$ cat src/rtl/video_timing_pkg.sv
// Shared timing types and the stock VGA 640x480@60 raster for the framebuffer scan-out.
package video_timing_pkg;

  typedef struct packed {
    int active;
    int fp;
    int sync;
    int bp;
  } timing_axis_t;

  localparam timing_axis_t VGA_640X480_60_H = '{active: 640, fp: 16, sync: 96, bp: 48};
  localparam timing_axis_t VGA_640X480_60_V = '{active: 480, fp: 10, sync: 2,  bp: 33};

  function automatic int axis_total(timing_axis_t a);
    return a.active + a.fp + a.sync + a.bp;
  endfunction

endpackage

$ cat src/rtl/video_timing_axis.sv
// One raster axis: wrapping counter with blank/sync decode registered from the next count,
// so blank and sync always describe the count they are presented alongside.
module video_timing_axis import video_timing_pkg::*; #(
  parameter int ACTIVE = 640,
  parameter int FP     = 16,
  parameter int SYNC   = 96,
  parameter int BP     = 48,
  parameter bit POL    = 1'b0,
  parameter int W      = 10
) (
  input  logic         i_clk,
  input  logic         i_rst,
  input  logic         i_en,
  output logic [W-1:0] o_cnt,
  output logic [W-1:0] o_next,
  output logic         o_wrap,
  output logic         o_blank,
  output logic         o_sync
);

  localparam timing_axis_t AX = '{active: ACTIVE, fp: FP, sync: SYNC, bp: BP};
  localparam int TOTAL = axis_total(AX);
  localparam logic [W-1:0] LAST    = W'(TOTAL - 1);
  localparam logic [W-1:0] ACT_C   = W'(ACTIVE);
  localparam logic [W-1:0] SYNC_LO = W'(ACTIVE + FP);
  localparam logic [W-1:0] SYNC_HI = W'(ACTIVE + FP + SYNC);

  logic [W-1:0] r_cnt;
  logic         r_blank;
  logic         r_sync;
  logic [W-1:0] w_next;

  assign o_wrap = i_en && (r_cnt == LAST);
  assign w_next = i_en ? ((r_cnt == LAST) ? '0 : r_cnt + W'(1)) : r_cnt;

  always_ff @(posedge i_clk or posedge i_rst) begin
    if (i_rst) begin
      r_cnt   <= '0;
      r_blank <= 1'b0;
      r_sync  <= ~POL;
    end else begin
      r_cnt   <= w_next;
      r_blank <= (w_next >= ACT_C);
      r_sync  <= ((w_next >= SYNC_LO) && (w_next < SYNC_HI)) ? POL : ~POL;
    end
  end

  assign o_cnt   = r_cnt;
  assign o_next  = w_next;
  assign o_blank = r_blank;
  assign o_sync  = r_sync;

endmodule

$ cat src/rtl/video_timing_gen.sv
// Raster timing, downscaled framebuffer scan address, tear-free buffer swap and frame IRQ.
module video_timing_gen import video_timing_pkg::*; #(
  parameter int H_ACTIVE   = VGA_640X480_60_H.active,
  parameter int H_FP       = VGA_640X480_60_H.fp,
  parameter int H_SYNC     = VGA_640X480_60_H.sync,
  parameter int H_BP       = VGA_640X480_60_H.bp,
  parameter int V_ACTIVE   = VGA_640X480_60_V.active,
  parameter int V_FP       = VGA_640X480_60_V.fp,
  parameter int V_SYNC     = VGA_640X480_60_V.sync,
  parameter int V_BP       = VGA_640X480_60_V.bp,
  parameter int SCALE_LOG2 = 2,
  parameter bit HSYNC_POL  = 1'b0,
  parameter bit VSYNC_POL  = 1'b0,
  localparam timing_axis_t H_AX = '{active: H_ACTIVE, fp: H_FP, sync: H_SYNC, bp: H_BP},
  localparam timing_axis_t V_AX = '{active: V_ACTIVE, fp: V_FP, sync: V_SYNC, bp: V_BP},
  localparam int H_TOTAL = axis_total(H_AX),
  localparam int V_TOTAL = axis_total(V_AX),
  localparam int CW      = $clog2(H_TOTAL),
  localparam int RW      = $clog2(V_TOTAL),
  localparam int CAW     = $clog2(H_ACTIVE >> SCALE_LOG2),
  localparam int RAW     = $clog2(V_ACTIVE >> SCALE_LOG2),
  localparam int ADDR_W  = CAW + RAW
) (
  input  logic              i_px_clock,
  input  logic              i_reset,
  input  logic              i_enable,
  input  logic              i_swap_req,
  input  logic              i_irq_enable,
  input  logic              i_irq_ack,
  output logic [CW-1:0]     o_col,
  output logic [RW-1:0]     o_row,
  output logic              o_hblank,
  output logic              o_vblank,
  output logic              o_hsync,
  output logic              o_vsync,
  output logic [ADDR_W-1:0] o_pixel_addr,
  output logic              o_buf_sel,
  output logic              o_swap_pending,
  output logic              o_irq_n,
  output logic [7:0]        o_frame_count
);

  if (H_ACTIVE <= 0 || H_FP <= 0 || H_SYNC <= 0 || H_BP <= 0 ||
      V_ACTIVE <= 0 || V_FP <= 0 || V_SYNC <= 0 || V_BP <= 0) begin : g_bad_axis
    $error("video_timing_gen: every active/porch/sync width must be positive");
  end
  if ((H_ACTIVE % (1 << SCALE_LOG2)) != 0 || (V_ACTIVE % (1 << SCALE_LOG2)) != 0) begin : g_bad_scale
    $error("video_timing_gen: active area must be a multiple of the replication factor");
  end

  localparam logic [CW-1:0] H_ACT_C    = CW'(H_ACTIVE);
  localparam logic [RW-1:0] V_ACT_C    = RW'(V_ACTIVE);
  localparam logic [RW-1:0] V_LAST_ACT = RW'(V_ACTIVE - 1);

  logic [CW-1:0]     w_h_next;
  logic [RW-1:0]     w_v_next;
  logic              w_h_wrap;
  logic              w_unused_v_wrap;
  logic              w_ve;
  logic              w_active_next;
  logic [ADDR_W-1:0] r_pixel_addr;
  logic              r_buf_sel;
  logic              r_swap_pending;
  logic              r_irq_flag;
  logic [7:0]        r_frame_count;

  video_timing_axis #(
    .ACTIVE(H_ACTIVE), .FP(H_FP), .SYNC(H_SYNC), .BP(H_BP), .POL(HSYNC_POL), .W(CW)
  ) u_h_axis (
    .i_clk(i_px_clock), .i_rst(i_reset), .i_en(i_enable),
    .o_cnt(o_col), .o_next(w_h_next), .o_wrap(w_h_wrap),
    .o_blank(o_hblank), .o_sync(o_hsync)
  );

  video_timing_axis #(
    .ACTIVE(V_ACTIVE), .FP(V_FP), .SYNC(V_SYNC), .BP(V_BP), .POL(VSYNC_POL), .W(RW)
  ) u_v_axis (
    .i_clk(i_px_clock), .i_rst(i_reset), .i_en(w_h_wrap),
    .o_cnt(o_row), .o_next(w_v_next), .o_wrap(w_unused_v_wrap),
    .o_blank(o_vblank), .o_sync(o_vsync)
  );

  // VBlank entry: the line wrap that takes the last visible row into the first blank row.
  assign w_ve          = w_h_wrap && (o_row == V_LAST_ACT);
  assign w_active_next = (w_h_next < H_ACT_C) && (w_v_next < V_ACT_C);

  always_ff @(posedge i_px_clock or posedge i_reset) begin
    if (i_reset) begin
      r_pixel_addr   <= '0;
      r_buf_sel      <= 1'b0;
      r_swap_pending <= 1'b0;
      r_irq_flag     <= 1'b0;
      r_frame_count  <= 8'd0;
    end else begin
      r_pixel_addr <= w_active_next
        ? {w_v_next[RAW+SCALE_LOG2-1:SCALE_LOG2], w_h_next[CAW+SCALE_LOG2-1:SCALE_LOG2]}
        : '0;
      if (w_ve) begin
        if (r_swap_pending || i_swap_req) r_buf_sel <= ~r_buf_sel;
        r_swap_pending <= 1'b0;
        r_irq_flag     <= 1'b1;
        r_frame_count  <= r_frame_count + 8'd1;
      end else begin
        if (i_swap_req) r_swap_pending <= 1'b1;
        if (i_irq_ack)  r_irq_flag     <= 1'b0;
      end
    end
  end

  assign o_pixel_addr   = r_pixel_addr;
  assign o_buf_sel      = r_buf_sel;
  assign o_swap_pending = r_swap_pending;
  assign o_irq_n        = ~(r_irq_flag & i_irq_enable);
  assign o_frame_count  = r_frame_count;

endmodule

$ cat config.mk
export PLATFORM = sky130hd
export DESIGN_NAME = video_timing_gen
export DESIGN_NICKNAME = d
export VERILOG_FILES = /design/src/rtl/video_timing_pkg.sv /design/src/rtl/video_timing_axis.sv /design/src/rtl/video_timing_gen.sv
export SDC_FILE = /design/constraint.sdc
export NUM_CORES = 1
export LEC_CHECK = 0
export BUFFER_PORTS_ARGS = -buffer_cell sky130_fd_sc_hd__buf_4
export CAP_MARGIN = 20
export CORE_MARGIN = 2
export CORE_UTILIZATION = 53
export DETAILED_ROUTE_END_ITERATION = 6
export MAX_ROUTING_LAYER = met4
export PLACE_DENSITY_LB_ADDON = 0.3
export REMOVE_ABC_BUFFERS = 1
export SLEW_MARGIN = 20
export SYNTH_ARGS = -nofsm -noshare
export SYNTH_HDL_FRONTEND = slang
export SYNTH_SLANG_ARGS = --single-unit
export TNS_END_PERCENT = 5
$ cat constraint.sdc
create_clock -name i_px_clock -period 3.58 [get_ports i_px_clock]
set_clock_uncertainty 0.15 [all_clocks]
set_input_delay 0.358 -clock i_px_clock [delete_from_list [all_inputs] [get_ports i_px_clock]]
set_output_delay 0.358 -clock i_px_clock [all_outputs]
set_load 0.05 [all_outputs]
==> results.md <==
| Step | Item | Value |
|---|---|---|
| status | Run status | finished, final reports clean |
| sta | Share of the clock period used by the worst path after layout | 0.837 |
| setup path | Largest delay share family, worst path | simple AND/OR/NAND/NOR gates |
| setup path | Origin of the critical flop-to-flop path | u_h_axis.o_cnt[0]$_DFF_PP0_ |
| sta | Pins over their slew limit | 0 |
| clock tree | Worst skew pair latency | 0.29 ns |
| synth | Synthesis Warnings | 0 |
| sta | Sum Neg Setup Slack | 0 ns |
| synth | Average footprint of a synthesized cell | 10.7 sq um |
| setup path | Launching instance or port of the critical path | u_h_axis.o_cnt[0]$_DFF_PP0_ |
| clock tree | Clock transition time at the flip-flop clock pins of the worst setup and hold paths | 0.09 ns |
| floorplanning | Die height | 71.8 microns |
| final layout | Total Nets Final | 287 |
| grt | Busiest grt layer | met2 |
| setup path | Delay contributed by the slowest stage of the critical path | 0.58 ns |
| grt | Congestion Overflow GR | 0 |
| sta | Slew headroom | 0.452 |
| final layout | Layout area overhead | 20.8% |
| setup path | Cell count along the critical path | 6 |
| setup path | Category of the worst setup path capture point | flip-flop |
| setup path | Worst reg2reg endpoint | u_v_axis.o_sync$_DFF_PP1_ |
| grt | Global routing usage on met3 | 0.0352 |
| placement | Worst setup slack before clock tree synthesis | 0.598 ns |
| floorplanning | Initial core utilization | 0.555 |
| routing | Average wire per cell in the routed design | 15.1 microns |
| power | Psw | 648 uW |
| sta | Upper clock frequency limit | 334 MHz |
| grt | Number of global-route vias before repair | 1,889 |
| floorplanning | Die area | 0.00515 sq mm |
| power | Clock group share of total power | 0.194 |
| power | Switching Share | 0.405 |
| placement | Placed Instances | 322 |
| synth | Share of flip-flops with an asynchronous set or reset after synthesis | 1.00 |
| floorplanning | Number of rows created at floorplan | 24 |
| clock tree | Post-CTS setup buffers | 0 |
| floorplanning | Core Area | 0.00438 sq mm |
| clock tree | H-tree depth | 2 |
| setup path | Startpoint class of the critical path | flip-flop |
| power | Largest vdd supply drop | 479 uV |
| synth | Gate Count Post-Synth | 227 |
| synth | Most frequently used flop master after synthesis | sky130_fd_sc_hd__dfrtp_1 |
| setup path | Slowest CP cell | sky130_fd_sc_hd__or4_4 |
| final layout | Final instance area | 0.00294 sq mm |
| setup path | Register-to-register setup slack | 0.58 ns |
| grt | Pin count of the biggest net entering global routing | 51 |
| synth | Count of flip-flops with a built-in enable after synthesis | 0 |
| setup path | Ordered cell list for the critical path | ha_1, nand3b_1, or3_1, or4_4, a22oi_4, o2111ai_2 |
| synth | Top cells by instance count after synthesis | sky130_fd_sc_hd__dfrtp_1, sky130_fd_sc_hd__nor4b_1, sky130_fd_sc_hd__nand2_1, sky130_fd_sc_hd__xnor2_1, sky130_fd_sc_hd__nor2_1 |
| routing | Total DRC errors in the routed layout | 0 |
| synth | Synth area leader | sky130_fd_sc_hd__dfrtp_1 |
| power | Fraction of power consumed by combinational cells | 0.354 |
| synth | Number of distinct library cells after synthesis | 48 |
| floorplanning | I/O pin cnt | 56 |
| grt | Global routing met2 resource utilization | 0.348 |
| final layout | Inserted Diodes | 0 |
| setup path | Arrival time of the worst setup path | 3.03 ns |
| power | Part of the power in registers | 0.452 |
| synth | Portion of synthesized cell area occupied by the leading cell type | 0.493 |
| clock tree | Cts bufs inserted | 5 |
| placement | HPWL after DPL | 3560 microns |
| placement | GP Congestion | 0.916 |
| floorplanning | Die Width | 71.8 microns |
| setup path | Critical path buffers and inverters | 0 |
| synth | Number of flip-flops and latches in the synthesized netlist | 50 |
| hold path | HP Class | input port to asynchronous set/reset pin |
| final layout | Final Instance Count excl. Fillers | 330 |
| sta | Setup violation total in the final timing report | 0 |
| sta | Actual transition at the worst max-transition pin | 0.822 ns |
| placement | Cell area reported after detailed placement | 0.00285 sq mm |
| placement | Number of port buffers | 55 |
| power | Leakage power figure | 1.37 nW |
| clock tree | Clock tree from TritonCTS | yes |
| setup path | Worst reg2reg path depth | 6 |
| grt | Gr usage total | 0.220 |
| synth | Area of the mapped netlist | 0.00243 sq mm |
| grt | Wire length of the first global-routing pass | 8760 microns |
| synth | Proportion of synthesized chip area in sequential cells | 0.515 |
| routing | Vias per std cell | 5.80 |
| synth | Most common cell in the synthesized netlist | sky130_fd_sc_hd__dfrtp_1 |
| grt | Met1 track demand over resource | 0.300 |
| clock tree | Worst-case clock buffer depth | 2 |
| routing | TritonRoute pass-1 iters | 4 |
| clock tree | Number of gates resized after CTS | 0 |
| synth | Top post-synthesis cells by area | sky130_fd_sc_hd__dfrtp_1, sky130_fd_sc_hd__nor4b_1, sky130_fd_sc_hd__xnor2_1, sky130_fd_sc_hd__nand4_1, sky130_fd_sc_hd__nand2_1 |
| setup path | WS Path Type | flip-flop to flip-flop |
| setup path | Capture point of the critical path | u_v_axis.o_sync$_DFF_PP1_ |
| routing | Total number of vias | 1,915 |
| final layout | Share of post-route cells with drive strength above 1 | 0.270 |
| setup path | Biggest fanout along the worst timing path | 16 |
| power | Power density of the placed cells | 544 mW/mm^2 |
| routing | Count of antenna-violating nets left after detailed routing | 0 |
| setup path | WP data required | 3.62 ns |
| routing | 1st-iter DRT viols | 130 |
| power | Internal Power | 952 uW |
| flow run | Total of max-cap violations | 0 |
| sta | Post-route minimum period | 3.00 ns |
| routing | Total detailed-routing wirelength | 4980 microns |
| clock tree | Clock root buffer | sky130_fd_sc_hd__clkbuf_8 |
| grt | Number of antenna violations at the first check in global routing | 0 |
| clock tree | Number of buffers added to fix hold violations after cts | 0 |
| sta | Count of endpoints failing hold in the final timing report | 0 |
| sta | Setup repair after global routing missed its margin | false |
| clock tree | Sink Count | 50 |
| sta | PnR worst setup slack | 0.585 ns |
cell families (layout without fill, tap and decap cells):
group                      Yosys count  after routing  synth area share
DFF                                 50             50             0.515
adders and majority gates            4              4            0.0206
and+or+nand+nor                     97             97             0.240
xor gates and xnor gates            18             18            0.0648
buffers and inverters               24             75            0.0483
muxes                                4              4            0.0175
AOI/OAI and AO/OA                   30             30            0.0935
layout by cell type (no fill, tap or decap), types with 2 or more instances in the layout:
cell and n:
sky130_fd_sc_hd__nand2_1 15, sky130_fd_sc_hd__o2111ai_1 2, sky130_fd_sc_hd__nand4_1 13, sky130_fd_sc_hd__and3_1 2, sky130_fd_sc_hd__o31ai_1 2, sky130_fd_sc_hd__o21ai_0 7
sky130_fd_sc_hd__mux2_2 2, sky130_fd_sc_hd__clkbuf_8 5, sky130_fd_sc_hd__mux2i_1 2, sky130_fd_sc_hd__nor3_1 3, sky130_fd_sc_hd__or3_1 5, sky130_fd_sc_hd__ha_1 4
sky130_fd_sc_hd__inv_1 9, sky130_fd_sc_hd__and4_1 2, sky130_fd_sc_hd__nor4_1 4, sky130_fd_sc_hd__dfrtp_1 48, sky130_fd_sc_hd__nand3_1 9, sky130_fd_sc_hd__clkinv_2 2
sky130_fd_sc_hd__and2_1 2, sky130_fd_sc_hd__a21oi_1 2, sky130_fd_sc_hd__buf_4 57, sky130_fd_sc_hd__xnor2_1 15, sky130_fd_sc_hd__nor2_1 14, sky130_fd_sc_hd__nand3b_1 2
sky130_fd_sc_hd__nor4b_1 16, sky130_fd_sc_hd__a211oi_1 2, sky130_fd_sc_hd__a21o_1 5, sky130_fd_sc_hd__xor2_1 3, sky130_fd_sc_hd__dfstp_2 2
state kept, by name (all words and copies together), names as in the netlist, 8 cells and up:
signal and flops:
o_frame_count 8, o_pixel_addr 15, u_h_axis.o_cnt 10, u_v_axis.o_cnt 10
worst register-to-register path, cell delays in order (launching register included):
cell and delay (ns):
sky130_fd_sc_hd__dfrtp_1 0.47, sky130_fd_sc_hd__ha_1 0.35, sky130_fd_sc_hd__nand3b_1 0.19, sky130_fd_sc_hd__or3_1 0.50, sky130_fd_sc_hd__or4_4 0.59, sky130_fd_sc_hd__a22oi_4 0.47
sky130_fd_sc_hd__o2111ai_2 0.19
layer usage:
metal	vias to the layer above	routed length (microns)	part of all wire
met5	-	0	0
met4	0	37	0.0074
met3	4	254	0.051
met2	53	2360	0.47
met1	932	2330	0.47
li1	926	-	-
final cells by class:
class                           instances  area [sq um]
Sequential cell                        50          1250
Clock buffer                            6          72.6
Multi-Input combinational cell        153          1070
Timing Repair Buffer                   57           428
Tap cell                               52          65.1
Inverter                               10          38.8
Clock inverter                          2          13.8
Fill cell                             363          1440
how the worst min path moves through the flow:
| stage | from | to | slack [ns] | cells past startpoint |
|---|---|---|---|---|
| 3_5_place_dp | o_buf_sel$_DFFE_PP0P_ | o_buf_sel$_DFFE_PP0P_ | 0.32 | 1 |
| 3_3_place_gp | r_irq_flag$_DFFE_PP0P_ | r_irq_flag$_DFFE_PP0P_ | 0.31 | 1 |
| 4_1_cts | i_swap_req | o_swap_pending$_DFFE_PP0P_ | 0.13 | 3 |
| 6_report | i_reset | o_frame_count[7]$_DFFE_PP0P_ | 0.04 | 2 |
| 2_1_floorplan | r_irq_flag$_DFFE_PP0P_ | r_irq_flag$_DFFE_PP0P_ | 0.30 | 1 |
| 5_1_grt | i_reset | o_frame_count[7]$_DFFE_PP0P_ | 0.12 | 2 |
power groups by stage:
stage	Combinational, mW	Clock (mW)	Sequential, mW
5_1_grt	0.603	0.349	0.736
3_3_place_gp	0.560	0	0.731
3_5_place_dp	0.570	0	0.733
4_1_cts	0.572	0.324	0.723
2_1_floorplan	0.155	0	0.970
6_report	0.567	0.310	0.723
through the flow:
step,util,hold WS (ns),total power [mW]
after floorplan,-,0.300,1.12
final,0.671,0.0358,1.60
after detailed placement,0.651,0.318,1.30
after global routing,0.671,0.125,1.69
after global placement,0.651,0.308,1.29
after CTS,0.671,0.134,1.62
(Power assumes the default switching activity.)
